--- src/rtl/cdb_arbiter_if.sv ---
// Common data bus arbiter interface: requester-side result offers and the broadcast bus.
// Ports: fu_valid/fu_ready handshake with per-requester tag/value/take_branch/pc/npc slices,
//        and the registered cdb_* broadcast (valid, tag, value, take_branch, pc, npc, src).
// Modports: master = functional-unit side / consumer, slave = arbiter.
interface cdb_arbiter_if #(
  parameter int N_REQ  = 4,
  parameter int TAG_W  = 5,
  parameter int DATA_W = 32
);
  localparam int SRC_W = $clog2(N_REQ);

  logic [N_REQ-1:0]        fu_valid;
  logic [N_REQ-1:0]        fu_ready;
  logic [N_REQ*TAG_W-1:0]  fu_tag;
  logic [N_REQ*DATA_W-1:0] fu_value;
  logic [N_REQ-1:0]        fu_take_branch;
  logic [N_REQ*DATA_W-1:0] fu_pc;
  logic [N_REQ*DATA_W-1:0] fu_npc;

  logic                    cdb_valid;
  logic [TAG_W-1:0]        cdb_tag;
  logic [DATA_W-1:0]       cdb_value;
  logic                    cdb_take_branch;
  logic [DATA_W-1:0]       cdb_pc;
  logic [DATA_W-1:0]       cdb_npc;
  logic [SRC_W-1:0]        cdb_src;

  modport master (
    output fu_valid, fu_tag, fu_value, fu_take_branch, fu_pc, fu_npc,
    input  fu_ready,
    input  cdb_valid, cdb_tag, cdb_value, cdb_take_branch, cdb_pc, cdb_npc, cdb_src
  );

  modport slave (
    input  fu_valid, fu_tag, fu_value, fu_take_branch, fu_pc, fu_npc,
    output fu_ready,
    output cdb_valid, cdb_tag, cdb_value, cdb_take_branch, cdb_pc, cdb_npc, cdb_src
  );
endinterface

--- src/rtl/cdb_arbiter.sv ---
// Round-robin common data bus arbiter with one holding buffer per functional unit.
// Latency: accepted at edge E0, broadcast registered at E1 (visible the cycle after E1).
// Backpressure: fu_ready[i] low while buffer i is full and not granted, or during squash/reset.
// Ports: clock, reset (sync, active-high), squash (flush), bus (cdb_arbiter_if.slave).
module cdb_arbiter #(
  parameter int N_REQ  = 4,
  parameter int TAG_W  = 5,
  parameter int DATA_W = 32
) (
  input  logic         clock,
  input  logic         reset,
  input  logic         squash,
  cdb_arbiter_if.slave bus
);
  localparam int SRC_W = $clog2(N_REQ);

  // Holding buffers
  logic [N_REQ-1:0]  buf_valid;
  logic [TAG_W-1:0]  buf_tag         [N_REQ];
  logic [DATA_W-1:0] buf_value       [N_REQ];
  logic [DATA_W-1:0] buf_pc          [N_REQ];
  logic [DATA_W-1:0] buf_npc         [N_REQ];
  logic [N_REQ-1:0]  buf_take_branch;

  logic [SRC_W-1:0]  rr_ptr;
  logic              gnt_any;
  logic [SRC_W-1:0]  gnt_idx;
  logic [SRC_W-1:0]  rr_next;
  logic [N_REQ-1:0]  grant;
  logic [N_REQ-1:0]  accept;

  // Registered broadcast
  logic              cdb_valid_q;
  logic [TAG_W-1:0]  cdb_tag_q;
  logic [DATA_W-1:0] cdb_value_q;
  logic              cdb_take_branch_q;
  logic [DATA_W-1:0] cdb_pc_q;
  logic [DATA_W-1:0] cdb_npc_q;
  logic [SRC_W-1:0]  cdb_src_q;

  // First valid buffer at or after rr_ptr, wrapping modulo N_REQ. The explicit
  // subtract keeps the wrap correct when N_REQ is not a power of two.
  always_comb begin : arbitrate
    int idx;
    idx     = 0;
    gnt_any = 1'b0;
    gnt_idx = '0;
    for (int k = 0; k < N_REQ; k++) begin
      idx = int'(rr_ptr) + k;
      if (idx >= N_REQ) idx = idx - N_REQ;
      if (!gnt_any && buf_valid[SRC_W'(idx)]) begin
        gnt_any = 1'b1;
        gnt_idx = SRC_W'(idx);
      end
    end
  end

  assign grant   = gnt_any ? (N_REQ'(1) << gnt_idx) : '0;
  assign rr_next = (gnt_idx == SRC_W'(N_REQ - 1)) ? '0 : gnt_idx + 1'b1;

  // A granted buffer drains at this edge, so it can take a new result in the same cycle.
  assign bus.fu_ready = (reset || squash) ? '0 : (~buf_valid | grant);
  assign accept       = bus.fu_valid & bus.fu_ready;

  always_ff @(posedge clock) begin
    if (reset) begin
      buf_valid         <= '0;
      rr_ptr            <= '0;
      cdb_valid_q       <= 1'b0;
      cdb_tag_q         <= '0;
      cdb_value_q       <= '0;
      cdb_take_branch_q <= 1'b0;
      cdb_pc_q          <= '0;
      cdb_npc_q         <= '0;
      cdb_src_q         <= '0;
    end else if (squash) begin
      // Payload fields of cdb_* hold; only validity is dropped.
      buf_valid   <= '0;
      rr_ptr      <= '0;
      cdb_valid_q <= 1'b0;
    end else begin
      for (int i = 0; i < N_REQ; i++) begin
        if (accept[i]) begin
          buf_valid[i]       <= 1'b1;
          buf_tag[i]         <= bus.fu_tag[i*TAG_W +: TAG_W];
          buf_value[i]       <= bus.fu_value[i*DATA_W +: DATA_W];
          buf_pc[i]          <= bus.fu_pc[i*DATA_W +: DATA_W];
          buf_npc[i]         <= bus.fu_npc[i*DATA_W +: DATA_W];
          buf_take_branch[i] <= bus.fu_take_branch[i];
        end else if (grant[i]) begin
          buf_valid[i] <= 1'b0;
        end
      end
      if (gnt_any) begin
        cdb_valid_q       <= 1'b1;
        cdb_tag_q         <= buf_tag[gnt_idx];
        cdb_value_q       <= buf_value[gnt_idx];
        cdb_take_branch_q <= buf_take_branch[gnt_idx];
        cdb_pc_q          <= buf_pc[gnt_idx];
        cdb_npc_q         <= buf_npc[gnt_idx];
        cdb_src_q         <= gnt_idx;
        rr_ptr            <= rr_next;
      end else begin
        cdb_valid_q <= 1'b0;
      end
    end
  end

  assign bus.cdb_valid       = cdb_valid_q;
  assign bus.cdb_tag         = cdb_tag_q;
  assign bus.cdb_value       = cdb_value_q;
  assign bus.cdb_take_branch = cdb_take_branch_q;
  assign bus.cdb_pc          = cdb_pc_q;
  assign bus.cdb_npc         = cdb_npc_q;
  assign bus.cdb_src         = cdb_src_q;
endmodule

--- src/flat_wrapper.sv ---
// flat-port wrapper written by rule: the top's interface ports become plain ports
module cdb_arbiter_flat 
#(
  parameter int N_REQ  = 4,
  parameter int TAG_W  = 5,
  parameter int DATA_W = 32
)
  (clock, reset, squash, bus_fu_valid, bus_fu_tag, bus_fu_value, bus_fu_take_branch, bus_fu_pc, bus_fu_npc, bus_fu_ready, bus_cdb_valid, bus_cdb_tag, bus_cdb_value, bus_cdb_take_branch, bus_cdb_pc, bus_cdb_npc, bus_cdb_src);
  cdb_arbiter_if #(.N_REQ(N_REQ), .TAG_W(TAG_W), .DATA_W(DATA_W)) bus_i ();
  input  logic clock;
  input  logic reset;
  input  logic squash;
  input wire logic [$bits(bus_i.fu_valid)-1:0] bus_fu_valid;
  input wire logic [$bits(bus_i.fu_tag)-1:0] bus_fu_tag;
  input wire logic [$bits(bus_i.fu_value)-1:0] bus_fu_value;
  input wire logic [$bits(bus_i.fu_take_branch)-1:0] bus_fu_take_branch;
  input wire logic [$bits(bus_i.fu_pc)-1:0] bus_fu_pc;
  input wire logic [$bits(bus_i.fu_npc)-1:0] bus_fu_npc;
  output wire logic [$bits(bus_i.fu_ready)-1:0] bus_fu_ready;
  output wire logic [$bits(bus_i.cdb_valid)-1:0] bus_cdb_valid;
  output wire logic [$bits(bus_i.cdb_tag)-1:0] bus_cdb_tag;
  output wire logic [$bits(bus_i.cdb_value)-1:0] bus_cdb_value;
  output wire logic [$bits(bus_i.cdb_take_branch)-1:0] bus_cdb_take_branch;
  output wire logic [$bits(bus_i.cdb_pc)-1:0] bus_cdb_pc;
  output wire logic [$bits(bus_i.cdb_npc)-1:0] bus_cdb_npc;
  output wire logic [$bits(bus_i.cdb_src)-1:0] bus_cdb_src;
  assign bus_i.fu_valid = bus_fu_valid;
  assign bus_i.fu_tag = bus_fu_tag;
  assign bus_i.fu_value = bus_fu_value;
  assign bus_i.fu_take_branch = bus_fu_take_branch;
  assign bus_i.fu_pc = bus_fu_pc;
  assign bus_i.fu_npc = bus_fu_npc;
  assign bus_fu_ready = bus_i.fu_ready;
  assign bus_cdb_valid = bus_i.cdb_valid;
  assign bus_cdb_tag = bus_i.cdb_tag;
  assign bus_cdb_value = bus_i.cdb_value;
  assign bus_cdb_take_branch = bus_i.cdb_take_branch;
  assign bus_cdb_pc = bus_i.cdb_pc;
  assign bus_cdb_npc = bus_i.cdb_npc;
  assign bus_cdb_src = bus_i.cdb_src;
  cdb_arbiter #(.N_REQ(N_REQ), .TAG_W(TAG_W), .DATA_W(DATA_W)) u_core (.clock(clock), .reset(reset), .squash(squash), .bus(bus_i));
endmodule
--- config.mk ---
export PLATFORM = sky130hd
export DESIGN_NAME = cdb_arbiter_flat
export DESIGN_NICKNAME = d
export VERILOG_FILES = /design/src/rtl/cdb_arbiter_if.sv /design/src/rtl/cdb_arbiter.sv /design/src/flat_wrapper.sv
export SDC_FILE = /design/constraint.sdc
export NUM_CORES = 1
export LEC_CHECK = 0
export BUFFER_PORTS_ARGS = -buffer_cell sky130_fd_sc_hd__buf_2
export CORE_AREA = 3 3 202 204
export DETAILED_ROUTE_END_ITERATION = 16
export DIE_AREA = 0 0 205 207
export GPL_TIMING_DRIVEN = 0
export PLACE_DENSITY = 0.75
export SETUP_SLACK_MARGIN = 0.4
export SLEW_MARGIN = 20
export SYNTH_ARGS = -nofsm -noshare
export SYNTH_HDL_FRONTEND = slang
export SYNTH_SLANG_ARGS = --single-unit
--- constraint.sdc ---
create_clock -name clock -period 6.06 [get_ports clock]
set_input_delay 0.303 -clock clock [delete_from_list [all_inputs] [get_ports clock]]
set_output_delay 0.303 -clock clock [all_outputs]
set_load 0.005 [all_outputs]
* After elaboration in Yosys (flattened, before gate mapping)
Memory sizes are Yosys's and may differ from the RTL's. A register that Yosys moved wholly into a read port is not among the register bits.
Index checks and enable logic that the tools add are counted.
** Operators by class
- Eq/ne operators :: 1
- Muxes and demuxes :: 54
- Reductions and logical operators :: 17
- Bitwise gates (word level) :: 5
- $lt $le $gt $ge :: 9
- Add/sub/neg operators :: 8
- Shifts and indexed selects :: 1
** Operator list (count)
- $mux 1 :: 38
- $mux 2 :: 9
- $lt 2x4->1 const B :: 4
- $reduce_and 3->1 :: 4
- $bmux 1 s2 :: 5
- $ge 3x3->1 const B :: 3
- $mux 4 :: 2
- $reduce_bool 2->1 :: 4
- $sub 2x1->2 const B :: 4
- $add 2x2->3 const B :: 2
- $and 4x4->4 :: 1
- $not 4->4 :: 1
- $or 4x4->4 :: 1
- $shl 1x2->4 const A :: 1
- $add 2x1->3 const B :: 1
- $ge 2x3->1 const B :: 1
- $logic_and 1x1->1 :: 3
- $logic_not 1->1 :: 3
- $lt 2x3->1 const B :: 1
- $add 2x1->2 const B :: 1
- $eq 2x2->1 const B :: 1
- $not 1->1 :: 2
- $reduce_and 2->1 :: 1
- $reduce_or 2->1 :: 1
- $logic_or 1x1->1 :: 1
** Storage, ports and cells
- Register bits after elaboration :: 14
- Memories :: 4
- Word-level logic and storage cells :: 111
- RAM bits :: 404
- Output and inout port bits :: 109
- Input port bits :: 415
** Memory list
- u_core.buf_npc :: depth 4, width 32, read ports 1, clocked after Yosys merged registers in 1, write ports 4, line cdb_arbiter.sv:22 : logic [DATA_W-1:0] buf_npc [N_REQ];
- u_core.buf_pc :: depth 4, width 32, read ports 1, clocked after Yosys merged registers in 1, write ports 4, line cdb_arbiter.sv:21 : logic [DATA_W-1:0] buf_pc [N_REQ];
- u_core.buf_value :: depth 4, width 32, read ports 1, clocked after Yosys merged registers in 1, write ports 4, line cdb_arbiter.sv:20 : logic [DATA_W-1:0] buf_value [N_REQ];
- u_core.buf_tag :: depth 4, width 5, read ports 1, clocked after Yosys merged registers in 1, write ports 4, line cdb_arbiter.sv:19 : logic [TAG_W-1:0] buf_tag [N_REQ];

* Logic depth before layout (Yosys ltp)
- Depth after elaboration :: 24
- Gate-level depth with buffers :: 11
- Gate-level depth less buffers :: 8

* Worst setup path after synthesis
OpenSTA, ideal clock, no wires.
- Kind :: reg-to-reg
- From :: register u_core.rr_ptr[0]
- To :: memory u_core.buf_npc[3][0] (enable)
- Data arrival time :: 4036 ps
- Path buffers :: 3
- Cell stages (with the launch flop) :: 11
- Path slack :: 1552 ps
- Required time :: 5588 ps
- Clock period less this slack :: 4508 ps
- Cell sequence :: dfxtp_1 -> nand2b_2 -> a21oi_4 -> buf_2 -> nor2_1 -> buf_4 -> buf_6 -> ha_1 -> nor2b_1 -> nor2_1 -> and2_1
** RTL lines
- start: declaration :: line cdb_arbiter.sv:25 : logic [SRC_W-1:0] rr_ptr;
- start signal: assignment :: line cdb_arbiter.sv:102 : rr_ptr <= rr_next;
- end: declaration :: line cdb_arbiter.sv:22

* Worst setup path after layout
- From :: register u_core.buf_valid[0]
- To :: output port bus_fu_ready[3]
** Between the ends
- Cells in the longest elaborated chain, start to end :: 17
- Elaborated cells between the ends (all ways) :: 30
** Ends and longest elaborated chain
- start: declaration :: line cdb_arbiter.sv:18 : logic [N_REQ-1:0] buf_valid;
- start signal: assignment :: line cdb_arbiter.sv:67 : buf_valid <= '0;
- start signal: assignment :: line cdb_arbiter.sv:78 : buf_valid <= '0;
- start signal: indexed assignment :: line cdb_arbiter.sv:84 : buf_valid[i] <= 1'b1;
- $bmux 1 s2 :: line cdb_arbiter.sv:51 : if (!gnt_any && buf_valid[SRC_W'(idx)]) begin
- $mux 1 (not written as such) (2 in series) :: line cdb_arbiter.sv:51
- $mux 1 :: line cdb_arbiter.sv:51
- $logic_not 1->1 :: line cdb_arbiter.sv:51
- $logic_and 1x1->1 :: line cdb_arbiter.sv:51
- $mux 1 :: line cdb_arbiter.sv:51
- $logic_not 1->1 :: line cdb_arbiter.sv:51
- $logic_and 1x1->1 :: line cdb_arbiter.sv:51
- $mux 1 :: line cdb_arbiter.sv:51
- $logic_not 1->1 :: line cdb_arbiter.sv:51
- $logic_and 1x1->1 :: line cdb_arbiter.sv:51
- $mux 2 :: line cdb_arbiter.sv:51
- $shl 1x2->4 :: line cdb_arbiter.sv:58 : assign grant = gnt_any ? (N_REQ'(1) << gnt_idx) : '0;
- $mux 4 * :: line cdb_arbiter.sv:58
- $or 4x4->4 * :: line cdb_arbiter.sv:62 : assign bus.fu_ready = (reset || squash) ? '0 : (~buf_valid | grant);
- $mux 4 * :: line cdb_arbiter.sv:62
- end: declaration :: line flat_wrapper.sv:19 : output wire logic [$bits(bus_i.fu_ready)-1:0] bus_fu_ready;
Every way passes the cells marked *; elsewhere a longest branch is shown, timed or not. The select of a mux whose other input is x is not followed.

==> results.py <==
metrics = {
    "critical_path": {
        "critical_path_depth": 10,
        "slowest_delay_ns": 0.61,
        "path_class": "reg -> out",
        "crit_family": "buffers and inverters",
        "reg2reg_from": "u_core.buf_valid[0]",
        "crit_arrival_ns": 3.55,
        "critical_path.endpoint": "bus_fu_ready[3]",
        "crit_buf_inv": 4,
        "critPathMaxFanout": 10,
        "startpoint": "u_core.buf_valid[0]",
        "cp_slowest_cell": "a21oi_4",
        "r2r_cells": 11,
        "cp-start-kind": "flip-flop",
        "r2r-end": "u_core.buf_pc[3][21]",
        "r2r_setup_slack_ns": 2.40,
        "endpoint_kind": "output port",
        "crit_chain": "nand2b_2, a21oi_4, buf_2, nor2_1, buf_4, buf_6, ha_1, nor2b_1, nor2_1, buf_2",
        "critical_path_required_ns": 5.76,
    },
    "clocking": {
        "cts_tree": "done",
        "clkTransAtPathRegs_ns": 0.06,
        "clockRootBuffer": "clkbuf_16",
        "cts_buffer_depth": 3,
        "cts_inserted_buffers": 53,
        "insertion_delay_ns": 0.60,
        "htree_num_levels": 2,
        "cts_setup_buffers": 0,
        "cts_sinks": 519,
    },
    "global_route": {
        "grt_max_degree": 51,
        "antenna_found_initial": 9,
        "grt_use_total_pct": 34.8,
        "grt_pass1_wl_um": 112000,
        "gr-total-overflow": 0,
        "grt_pass1_vias": 18215,
    },
    "power": {
        "power_mw": 8.52,
        "leakage_nw": 10.9,
        "peakVddDrop_uv": 248,
        "powerDensity_mw_per_mm2": 298,
    },
    "route": {
        "drt_iter0_drc": 2234,
        "wirelength_um": 75600,
        "first_pass_iters": 6,
        "num_vias": 17368,
        "via_per_inst": 6.08,
        "ant_nets": 0,
        "drc": 0,
        "wl_per_cell_um": 26.5,
    },
    "sta": {
        "rsz0062_at_grt": "false",
        "fin_skew_ns": 0.0291,
        "finalSetupViolations": 0,
        "period_needed_ns": 3.85,
        "whs_ns": 0.189,
        "fmax_ghz": 0.260,
        "min_period_over_period_pct": 63.6,
        "maxSlewHeadroom_pct": 29.9,
        "worst_pin_slew_ns": 1.05,
        "hold_viol": 0,
        "slew_viol_final": 0,
    },
    "place": {
        "hpwlAfterDp_um": 41500,
        "place_congestion": 0.888,
        "portBuffers": 522,
        "place_area_mm2": 0.0227,
    },
    "cells_and_area": {
        "drive_gt1_share_pct": 28.8,
        "fin_area_mm2": 0.0286,
        "syn_to_final_growth_pct": 49.1,
        "layout.nets": 2695,
    },
    "yosys": {
        "yosysTopAreaCell": "edfxtp_1",
        "postSynthCellCount": 1281,
        "synth_common_cells": "edfxtp_1 (408), dfxtp_1 (111), nor2_1 (103), o21ai_0 (91), a211oi_1 (90)",
        "synth_edf_count": 408,
        "netlist.area_leader.share_pct": 63.8,
        "synth-seq-cells": 519,
        "synth.area.top_cells": "edfxtp_1 (64%), dfxtp_1 (12%), a221oi_1 (4.1%), a211oi_1 (3.5%), a21o_1 (3.5%)",
        "synth_area_mm2": 0.0192,
        "synth_cell_types": 39,
        "avgSynthCellArea_um2": 15.0,
        "yosysWarnings": 0,
        "yosysSeqAreaShare_pct": 75.4,
        "ys.flop_type": "edfxtp_1",
        "postSynth.asyncResetShare_pct": 0,
        "synth_nets": 1697,
        "yosysMostFrequentCell": "edfxtp_1",
    },
    "die": {
        "dieArea_mm2": 0.0424,
        "die_y_um": 207,
        "rows": 73,
        "pin_count": 524,
        "dieWidth_um": 205,
        "initial_core_util_pct": 48.6,
        "coreArea_mm2": 0.0395,
    },
    "hold_path": {
        "hold_class": "in -> reg",
    },
    "run_status": {
        "outcome": "finished, final reports clean",
    },
    "run": {
        "maxCapViolations": 0,
    },
}
==> stage by stage <==
stage	TNS (ns)	std cells	util [%]	worst slack [ns]
6_report	0	2857	72.5	2.21
5_1_grt	0	2856	72.5	2.07
4_1_cts	0	2848	72.5	2.28
3_5_place_dp	0	2337	57.6	2.52
3_3_place_gp	-127.06	2328	56.9	-0.677
2_1_floorplan	0	1281	-	1.55
==> registers in the layout, summed over array words and instances, names as in the netlist <==
name,cells
u_core.buf_npc,128
u_core.buf_pc,128
u_core.buf_tag,20
u_core.buf_take_branch,4
u_core.buf_valid,4
u_core.buf_value,128
u_core.bus.cdb_npc,32
u_core.bus.cdb_pc,32
u_core.bus.cdb_src,2
u_core.bus.cdb_tag,5
u_core.bus.cdb_take_branch,1
u_core.bus.cdb_valid,1
u_core.bus.cdb_value,32
u_core.rr_ptr,2
==> final cells by class <==
type,count,area (um^2)
Buffer,107,474
Inverter,5,18.8
Fill cell,2243,10800
Multi-Input combinational cell,650,4250
Tap cell,525,657
Clock inverter,20,213
Sequential cell,519,14500
Timing Repair Buffer,943,6960
Clock buffer,79,1540
Antenna cell,9,22.5
==> cell families after synthesis <==
| logic type | after synthesis | synth area share [%] |
|---|---|---|
| DFF | 519 | 75.4 |
| AOI/OAI and AO/OA | 390 | 14.8 |
| and+or+nand+nor | 232 | 5.76 |
| buffers and inverters | 112 | 2.57 |
| muxes | 27 | 1.41 |
| adders and majority gates | 1 | 0.0652 |
==> worst min-delay path by stage <==
| stage | from | endpoint | slack (ns) | cells past startpoint |
|---|---|---|---|---|
| 2_1_floorplan | bus_fu_npc[0] | u_core.buf_npc[0][0] | 0.40 | 0 |
| 3_3_place_gp | u_core.bus.cdb_src[1] | u_core.bus.cdb_src[1] | 0.44 | 2 |
| 3_5_place_dp | u_core.bus.cdb_src[0] | u_core.bus.cdb_src[0] | 0.45 | 2 |
| 4_1_cts | squash | u_core.bus.cdb_value[17] | 0.13 | 4 |
| 5_1_grt | squash | u_core.bus.cdb_value[17] | 0.19 | 4 |
| 6_report | squash | u_core.bus.cdb_value[17] | 0.19 | 4 |
==> layer usage <==
| metal | share of wire (%) | global-route usage [%] | up-vias |
|---|---|---|---|
| met3 | 12 | 8.61 | 363 |
| li1 | - | - | 7061 |
| met4 | 6.4 | 18.7 | 0 |
| met1 | 33 | 41.7 | 8294 |
| met5 | 0 | 0 | - |
| met2 | 48 | 57.8 | 1650 |
==> repair_timing <==
item                                    in CTS  in global routing
hold buffers                               412                  0
resized for setup                            0                  0
hold endpoints to repair                   412                  0
endpoints found under the setup margin       0                  0
==> power breakdown <==
part	internal (mW)	switching, mW	total (mW)
Combinational	0.482	0.592	1.07
Sequential	4.00	0.0758	4.07
Clock	1.93	1.44	3.37
==> worst register-to-register path, stage by stage (launching register included) <==
cell      delay, ns
dfxtp_1        0.55
nand2b_2       0.17
a21oi_4        0.61
buf_2          0.36
nor2_1         0.12
buf_4          0.30
buf_6          0.20
ha_1           0.22
nor2b_1        0.16
nor2_1         0.12
and2_4         0.30
buf_16         0.25
==> cells in the final DEF (no fill, tap or decap), types with 9 or more instances in the layout <==
master,count
buf_2,549
o221ai_1,15
nor2_1,101
dlygate4sd3_1,412
clkbuf_16,53
clkbuf_1,79
clkinv_2,9
nand3b_1,13
mux2i_1,27
a21o_1,89
o21ai_0,91
diode_2,9
a211oi_1,90
clkbuf_8,12
a221oi_1,89
nand3_1,89
dfxtp_1,111
edfxtp_1,408
Power figures use the tool's default switching activity.
